===== config.mk =====
export PLATFORM = sky130hd
export DESIGN_NAME = link_sprite_renderer
export DESIGN_NICKNAME = d
export VERILOG_FILES = /design/src/rtl/link_sprite_renderer_pkg.sv /design/src/rtl/link_sprite_renderer_anim_counter.sv /design/src/rtl/link_sprite_renderer.sv
export SDC_FILE = /design/constraint.sdc
export NUM_CORES = 1
export LEC_CHECK = 0
export CORE_MARGIN = 1.5
export CORE_UTILIZATION = 52
export DETAILED_ROUTE_END_ITERATION = 8
export GPL_ROUTABILITY_DRIVEN = 0
export PLACE_DENSITY_LB_ADDON = 0.1
export SYNTH_ARGS = -nofsm -noshare
export SYNTH_HDL_FRONTEND = slang
export SYNTH_HIERARCHICAL = 1
export SYNTH_SLANG_ARGS = --single-unit

===== constraint.sdc =====
create_clock -name clk -period 5.29 [get_ports clk]
set_input_delay 0.529 -clock clk [delete_from_list [all_inputs] [get_ports clk]]
set_output_delay 0.529 -clock clk [all_outputs]
set_load 0.005 [all_outputs]

===== src/rtl/link_sprite_renderer_pkg.sv =====
// Shared definitions for the Link sprite renderer: facing encoding, screen limits,
// transparent palette default and ROM address width helper.
package link_sprite_renderer_pkg;

  typedef enum logic [1:0] {
    DIR_UP    = 2'd0,
    DIR_DOWN  = 2'd1,
    DIR_LEFT  = 2'd2,
    DIR_RIGHT = 2'd3
  } dir_e;

  localparam int TRANSPARENT_IDX_DEF = 0;
  localparam int SCREEN_W            = 640;
  localparam int SCREEN_H            = 480;

  // Eight image slots (4 facings x 2 walk frames) of SPRITE_W x SPRITE_H pixels.
  function automatic int rom_addr_w(input int w, input int h);
    return $clog2(8 * w * h);
  endfunction

endpackage


===== src/rtl/link_sprite_renderer_anim_counter.sv =====
// Walk-animation divider: counts frames while moving and toggles the walk frame
// every ANIM_DIV frames; standing still snaps back to frame 0.
module link_anim_counter #(
  parameter int ANIM_DIV = 8,
  localparam int CW = (ANIM_DIV > 1) ? $clog2(ANIM_DIV) : 1
) (
  input  logic          clk,
  input  logic          reset,
  input  logic          frame_start,
  input  logic          moving,
  output logic          anim,
  output logic [CW-1:0] anim_cnt
);

  localparam logic [CW-1:0] CNT_LAST = CW'(ANIM_DIV - 1);

  // Frame counter and walk-frame bit; a stop clears before any frame count.
  always_ff @(posedge clk) begin
    if (reset) begin
      anim_cnt <= {CW{1'b0}};
      anim     <= 1'b0;
    end else if (!moving) begin
      anim_cnt <= {CW{1'b0}};
      anim     <= 1'b0;
    end else if (frame_start) begin
      if (anim_cnt == CNT_LAST) begin
        anim_cnt <= {CW{1'b0}};
        anim     <= ~anim;
      end else begin
        anim_cnt <= anim_cnt + {{(CW-1){1'b0}}, 1'b1};
        anim     <= anim;
      end
    end else begin
      anim_cnt <= anim_cnt;
      anim     <= anim;
    end
  end

endmodule


===== src/rtl/link_sprite_renderer.sv =====
// Link sprite renderer: frame-latched position/facing, hit test, ROM addressing and
// a 3-cycle pixel pipeline. Optional horizontal mirroring via LINK_SPRITE_MIRROR_EN.
module link_sprite_renderer
  import link_sprite_renderer_pkg::*;
#(
  parameter int SPRITE_W        = 16,
  parameter int SPRITE_H        = 16,
  parameter int ANIM_DIV        = 8,
  parameter int TRANSPARENT_IDX = TRANSPARENT_IDX_DEF,
  localparam int AW             = rom_addr_w(SPRITE_W, SPRITE_H)
) (
  input  logic          clk,
  input  logic          reset,
  input  logic          frame_start,
  input  logic [9:0]    draw_x,
  input  logic [9:0]    draw_y,
  input  logic [9:0]    pos_x,
  input  logic [9:0]    pos_y,
  input  logic [1:0]    dir,
  input  logic          moving,
  output logic [AW-1:0] rom_addr,
  input  logic [3:0]    rom_data,
  output logic [3:0]    pix_index,
  output logic          pix_valid
);

  localparam int CB = $clog2(SPRITE_W);
  localparam int RB = $clog2(SPRITE_H);
  localparam int ACW = (ANIM_DIV > 1) ? $clog2(ANIM_DIV) : 1;
  localparam logic [3:0] TIDX = 4'(TRANSPARENT_IDX);

  logic [9:0]     sx_r, sy_r;
  dir_e           sdir_r;
  logic           shadow_ok_r;
  logic           anim_s;
  logic [ACW-1:0] anim_cnt_s;
  logic           hit_d1_r, hit_d2_r;

  logic [10:0]    dx_s, dy_s, sx_s, sy_s, dcol_s, drow_s;
  logic           hit_s;
  logic [CB-1:0]  col_s, col_eff_s;
  logic [RB-1:0]  row_s;
  dir_e           dir_eff_s;

  link_anim_counter #(.ANIM_DIV(ANIM_DIV)) u_anim (
    .clk         (clk),
    .reset       (reset),
    .frame_start (frame_start),
    .moving      (moving),
    .anim        (anim_s),
    .anim_cnt    (anim_cnt_s)
  );

  // Shadow copies of position/facing, only updated at vsync to avoid tearing.
  always_ff @(posedge clk) begin
    if (reset) begin
      sx_r        <= 10'd0;
      sy_r        <= 10'd0;
      sdir_r      <= DIR_UP;
      shadow_ok_r <= 1'b0;
    end else if (frame_start) begin
      sx_r        <= pos_x;
      sy_r        <= pos_y;
      sdir_r      <= dir_e'(dir);
      shadow_ok_r <= 1'b1;
    end else begin
      sx_r        <= sx_r;
      sy_r        <= sy_r;
      sdir_r      <= sdir_r;
      shadow_ok_r <= shadow_ok_r;
    end
  end

  // 11-bit compare so sprites hanging off the right/bottom edge clip instead of wrapping.
  always_comb begin
    dx_s   = {1'b0, draw_x};
    dy_s   = {1'b0, draw_y};
    sx_s   = {1'b0, sx_r};
    sy_s   = {1'b0, sy_r};
    dcol_s = dx_s - sx_s;
    drow_s = dy_s - sy_s;
    col_s  = dcol_s[CB-1:0];
    row_s  = drow_s[RB-1:0];
    hit_s  = shadow_ok_r &&
             (dx_s >= sx_s) && (dx_s < sx_s + 11'(SPRITE_W)) &&
             (dy_s >= sy_s) && (dy_s < sy_s + 11'(SPRITE_H));
`ifdef LINK_SPRITE_MIRROR_EN
    if (sdir_r == DIR_RIGHT) begin
      dir_eff_s = DIR_LEFT;
      col_eff_s = ~col_s;
    end else begin
      dir_eff_s = sdir_r;
      col_eff_s = col_s;
    end
`else
    dir_eff_s = sdir_r;
    col_eff_s = col_s;
`endif
  end

  // Three-stage pixel pipeline: address, ROM wait, palette index out.
  always_ff @(posedge clk) begin
    if (reset) begin
      rom_addr  <= {AW{1'b0}};
      hit_d1_r  <= 1'b0;
      hit_d2_r  <= 1'b0;
      pix_index <= TIDX;
      pix_valid <= 1'b0;
    end else begin
      rom_addr  <= {dir_eff_s, anim_s, row_s, col_eff_s};
      hit_d1_r  <= hit_s;
      hit_d2_r  <= hit_d1_r;
      pix_index <= hit_d2_r ? rom_data : TIDX;
      pix_valid <= hit_d2_r && (rom_data != TIDX);
    end
  end

endmodule


* Word level (Yosys, flattened, before mapping) *
Cells that the tools add are included.

cells by class
  add/subtract/negate cells = 5
  magnitude comparators = 4
  equality and inequality tests = 1
  multiplexer cells = 1
  bitwise operators = 3
  reduce and logical (&&, ||, !) cells = 9

operator list
  kind                   number
  $add 10x5->11 const B  2
  $lt 10x11->1           2
  $ge 10x10->1           2
  $sub 4x4->4            2
  $logic_and 1x1->1      5
  $reduce_bool 4->1      1
  $reduce_or 2->1        2
  $add 3x1->3 const B    1
  $eq 3x3->1 const B     1
  $mux 3                 1
  $not 1->1              3
  $reduce_and 2->1       1

storage, ports and cells
  flip-flop bits (word level) = 45
  input bits = 50

* Logic depth before layout (Yosys ltp) *
  depth in word-level cells = 5
  mapped depth = 9
  mapped depth without buffers = 9

* Cells and area by module *
The synthesis kept the hierarchy.

by module, submodules not included
  module                instances  cells each  area each (µm²)
  link_sprite_renderer  1          244         2,294.7
  link_anim_counter     1          17          185.2

* Least setup slack after synthesis *
No wires, ideal clock.

  path type = input to register
  start = in draw_y[0]
  end = reg hit_d1_r
  setup time = 0.061 ns
  data arrival time = 1.969 ns
  path slack = 3.260 ns
  cell stages on the path = 8
  path buffers = 0
  cells stage by stage = inv_1 ha_1 fa_1 a21boi_0 o211ai_1 o2111ai_1 a311oi_1 and4b_1

between the ends
  word-level cells in the longest chain between the ends = 3
  elaborated cells between the ends (all ways) = 4
  those cells by class = order compare (2); reduce/logical (2)

RTL lines
  element                 RTL line                     RTL
  start: declaration      link_sprite_renderer.sv:16   input logic [9:0] draw_y,
  $ge 10x10->1            link_sprite_renderer.sv:86   (dy_s >= sy_s) && (dy_s < sy_s + 11'(SPRITE_H));
  $logic_and 1x1->1       link_sprite_renderer.sv:85   (dx_s >= sx_s) && (dx_s < sx_s + 11'(SPRITE_W)) &&
  $logic_and 1x1->1 *     link_sprite_renderer.sv:86
  end signal: assignment  link_sprite_renderer.sv:111  hit_d1_r <= hit_s;
  end: declaration        link_sprite_renderer.sv:37   logic hit_d1_r, hit_d2_r;

Every way passes the cells marked *; elsewhere a longest branch is shown, timed or not.
A chain may end at the register's enable or synchronous reset.

* Worst setup path in the final report *
Same ends and word-level chain as after synthesis.

==> flow_summary.json <==
{
  "status": "complete, no violations",
  "dp_hpwl_um": 3690,
  "maxCapViolations": 0,
  "crit_type": "in2reg",
  "min_period_over_period": 0.451,
  "layout_min_cycle_time_ns": 2.38,
  "utilization": 0.738,
  "track_usage": 0.209,
  "setup_viol": 0,
  "seq_area_frac_synth": 0.363,
  "synth_top_area_cell": "dfxtp_1",
  "synth_area_leaders": "dfxtp_1 36%, ha_1 18%, mux2i_1 9.7%",
  "yosys_warnings": 6,
  "diodes": 0,
  "post_cts_resized": 0,
  "die_area_um2": 5190,
  "drive_gt1_frac": 0.0365,
  "fin_tns_setup_ns": 0,
  "crit_path_end_kind": "flop",
  "hold_viol_final": 0,
  "synth_most_common_cell": "dfxtp_1",
  "p_int_w": 0.000607,
  "leakage_nw": 1.42,
  "syn_to_final_growth_pct": 33.1,
  "drc": 0,
  "drt_iter0_markers": 60,
  "grt_max_degree": 39,
  "clkPwrFrac": 0.336,
  "rr_endpoint": "hit_d1_r$_SDFF_PP0_",
  "crit_required_ns": 5.53,
  "rsz0062_at_grt": "no",
  "peakVddDrop_mv": 0.175,
  "wirelength_um": 4970,
  "reg2regPathDepth": 9,
  "overflow": 0,
  "grt_pass1_wl_um": 8580,
  "synthTopCellsByCount": "45 x dfxtp_1, 36 x ha_1, 34 x nor2_1, 26 x inv_1, 24 x mux2i_1",
  "drtPass1Iterations": 6,
  "min_path_cells": 1,
  "p_sw_frac": 0.247,
  "antenna_left": 0,
  "postSynthAreaPerCell_um2": 9.50,
  "h-tree-depth": 2,
  "dieWidth_um": 72.1,
  "start_kind": "input port",
  "max_slew.worst_pin.slew_ns": 0.482,
  "num_io_pins": 66,
  "syn_area_um2": 2480,
  "cts_setup_buffers": 0,
  "power_density_nw_per_um2": 244,
  "holdBufCountCts": 0,
  "cts_buffer_depth": 2,
  "path_clk_slew_ns": 0.09,
  "synth_edf_count": 0,
  "fp-row-count": 24,
  "fin_nets": 416,
  "ff2ff_setup_slack_ns": 3.08,
  "synthCells": 261,
  "vias_per_cell": 5.22,
  "initial_utilization": 0.554,
  "switching_power_w": 0.000199,
  "maxSlewHeadroom": 0.679,
  "cts_tree": "built",
  "synth-main-ff-cell": "dfxtp_1",
  "p_comb_frac": 0.207,
  "core-area_um2": 4470,
  "critPathMaxFanout": 2,
  "hold_start": "dir_eff_s[0]$_SDFFE_PP0P_",
  "cts_buffers": 5,
  "slew_viol_final": 0,
  "yosysUniqueCellTypes": 39,
  "yosys_register_bits": 45,
  "seq_power_share": 0.457,
  "vias": 1987,
  "cts-root-buf": "clkbuf_8",
  "antenna_found_initial": 0,
  "skew_ns": 0.00404,
  "fp.dieH_um": 72.1,
  "reg2reg_from": "sy_r[6]$_SDFFE_PP0P_",
  "synthDominantCellAreaShare": 0.363,
  "wl_per_cell_um": 13.0,
  "grt_pass1_vias": 1999,
  "hold_path_class": "reg2reg",
  "cp.arrival_ns": 2.63,
  "synth_fp_nets": 349,
  "fmax_mhz": 419,
  "async_flop_share": 0,
  "port_buffers": 65,
  "hold_end": "rom_addr[9]$_SDFF_PP0_",
  "clkLatencyLatePin_ns": 0.29,
  "clock_sinks": 45
}
## metrics by stage
stage	hold WS, ns	setup slack [ns]	area (um2)	power [W]	cells
after floorplan	0.414	3.26	2480	0.000466	261
after global placement	0.442	2.72	3180	0.000539	373
after detailed placement	0.452	2.61	3180	0.000542	373
after CTS	0.469	2.93	3300	0.000817	381
after global routing	0.484	2.78	3300	0.000851	381
final	0.466	2.91	3300	0.000806	381
## layer usage
layer | GRT usage | routed length [um] | vias to the layer above
met1 | 0.258 | 2350 | 907
met3 | 0.0500 | 236 | 5
met5 | 0 | 0 | -
met4 | 0.0671 | 55 | 0
li1 | - | - | 1025
met2 | 0.360 | 2330 | 50
## cell families (layout without fill, tap and decap cells)
family                     after synthesis  count (layout)  share of synthesized area
AOI/OAI and AO/OA                       38              38                      0.107
xor gates and xnor gates                12              12                     0.0424
and+or+nand+nor                         71              71                      0.141
muxes                                   24              24                     0.0969
adders and majority gates               38              38                      0.198
DFF                                     45              45                      0.363
buffers and inverters                   33             101                     0.0510
## area by class of cell
cell class                 instances  area [um2]
sequential                        45         901
timing repair buffer              67         666
clock buffer                       6        82.6
multi-input combinational        183        1450
inverter                          26        97.6
tap                               52        65.1
clock inverter                     2        37.5
fill                             364        1170
## critical path: stages
cell	delay (ns)
clkdlybuf4s50_1	0.46
inv_1	0.04
ha_1	0.21
fa_1	0.40
a21boi_0	0.14
o211ai_1	0.16
o2111ai_1	0.15
a311oi_1	0.31
and4b_1	0.22
## registers in the layout, summed over array words and instances, names as in the netlist
signal           cells
dir_eff_s            2
pix_valid            1
hit_d2_r             1
u_anim/anim_cnt      3
pix_index            4
sy_r                10
shadow_ok_r          1
hit_d1_r             1
rom_addr            11
sx_r                10
u_anim/anim          1
## cells in the final DEF (no fill, tap or decap), types with 2 or more instances in the layout
master	count
a211oi_1	2
o21a_1	3
o2111ai_1	3
o211ai_1	3
mux2i_1	24
a31oi_1	3
nand3_1	8
nand2_1	4
and2_1	4
nor2b_1	10
nor2_1	34
a21oi_1	8
ha_1	36
nand2b_1	4
o21ai_0	5
clkbuf_8	6
inv_1	26
xnor2_1	11
a21o_1	2
clkdlybuf4s50_1	65
buf_4	2
fa_1	2
dfxtp_1	45
## worst max path at each step
stage	slack (ns)	depth (start not counted)	endpoint	start
6_report	2.91	9	hit_d1_r$_SDFF_PP0_	draw_y[0]
5_1_grt	2.78	9	hit_d1_r$_SDFF_PP0_	draw_y[0]
4_1_cts	2.93	9	hit_d1_r$_SDFF_PP0_	draw_y[0]
3_5_place_dp	2.61	9	hit_d1_r$_SDFF_PP0_	draw_y[0]
3_3_place_gp	2.72	9	hit_d1_r$_SDFF_PP0_	draw_y[0]
2_1_floorplan	3.26	8	hit_d1_r$_SDFF_PP0_	draw_y[0]
## power by group through the flow
stage | clock network (W) | logic (W) | registers (W)
finish | 0.000271 | 0.000167 | 0.000369
global route | 0.000292 | 0.000189 | 0.000371
CTS | 0.000280 | 0.000168 | 0.000368
detailed placement | 0 | 0.000166 | 0.000376
global placement | 0 | 0.000163 | 0.000376
floorplan | 0 | 0.0000912 | 0.000374
No activity file was read; power rests on OpenSTA's default activity.
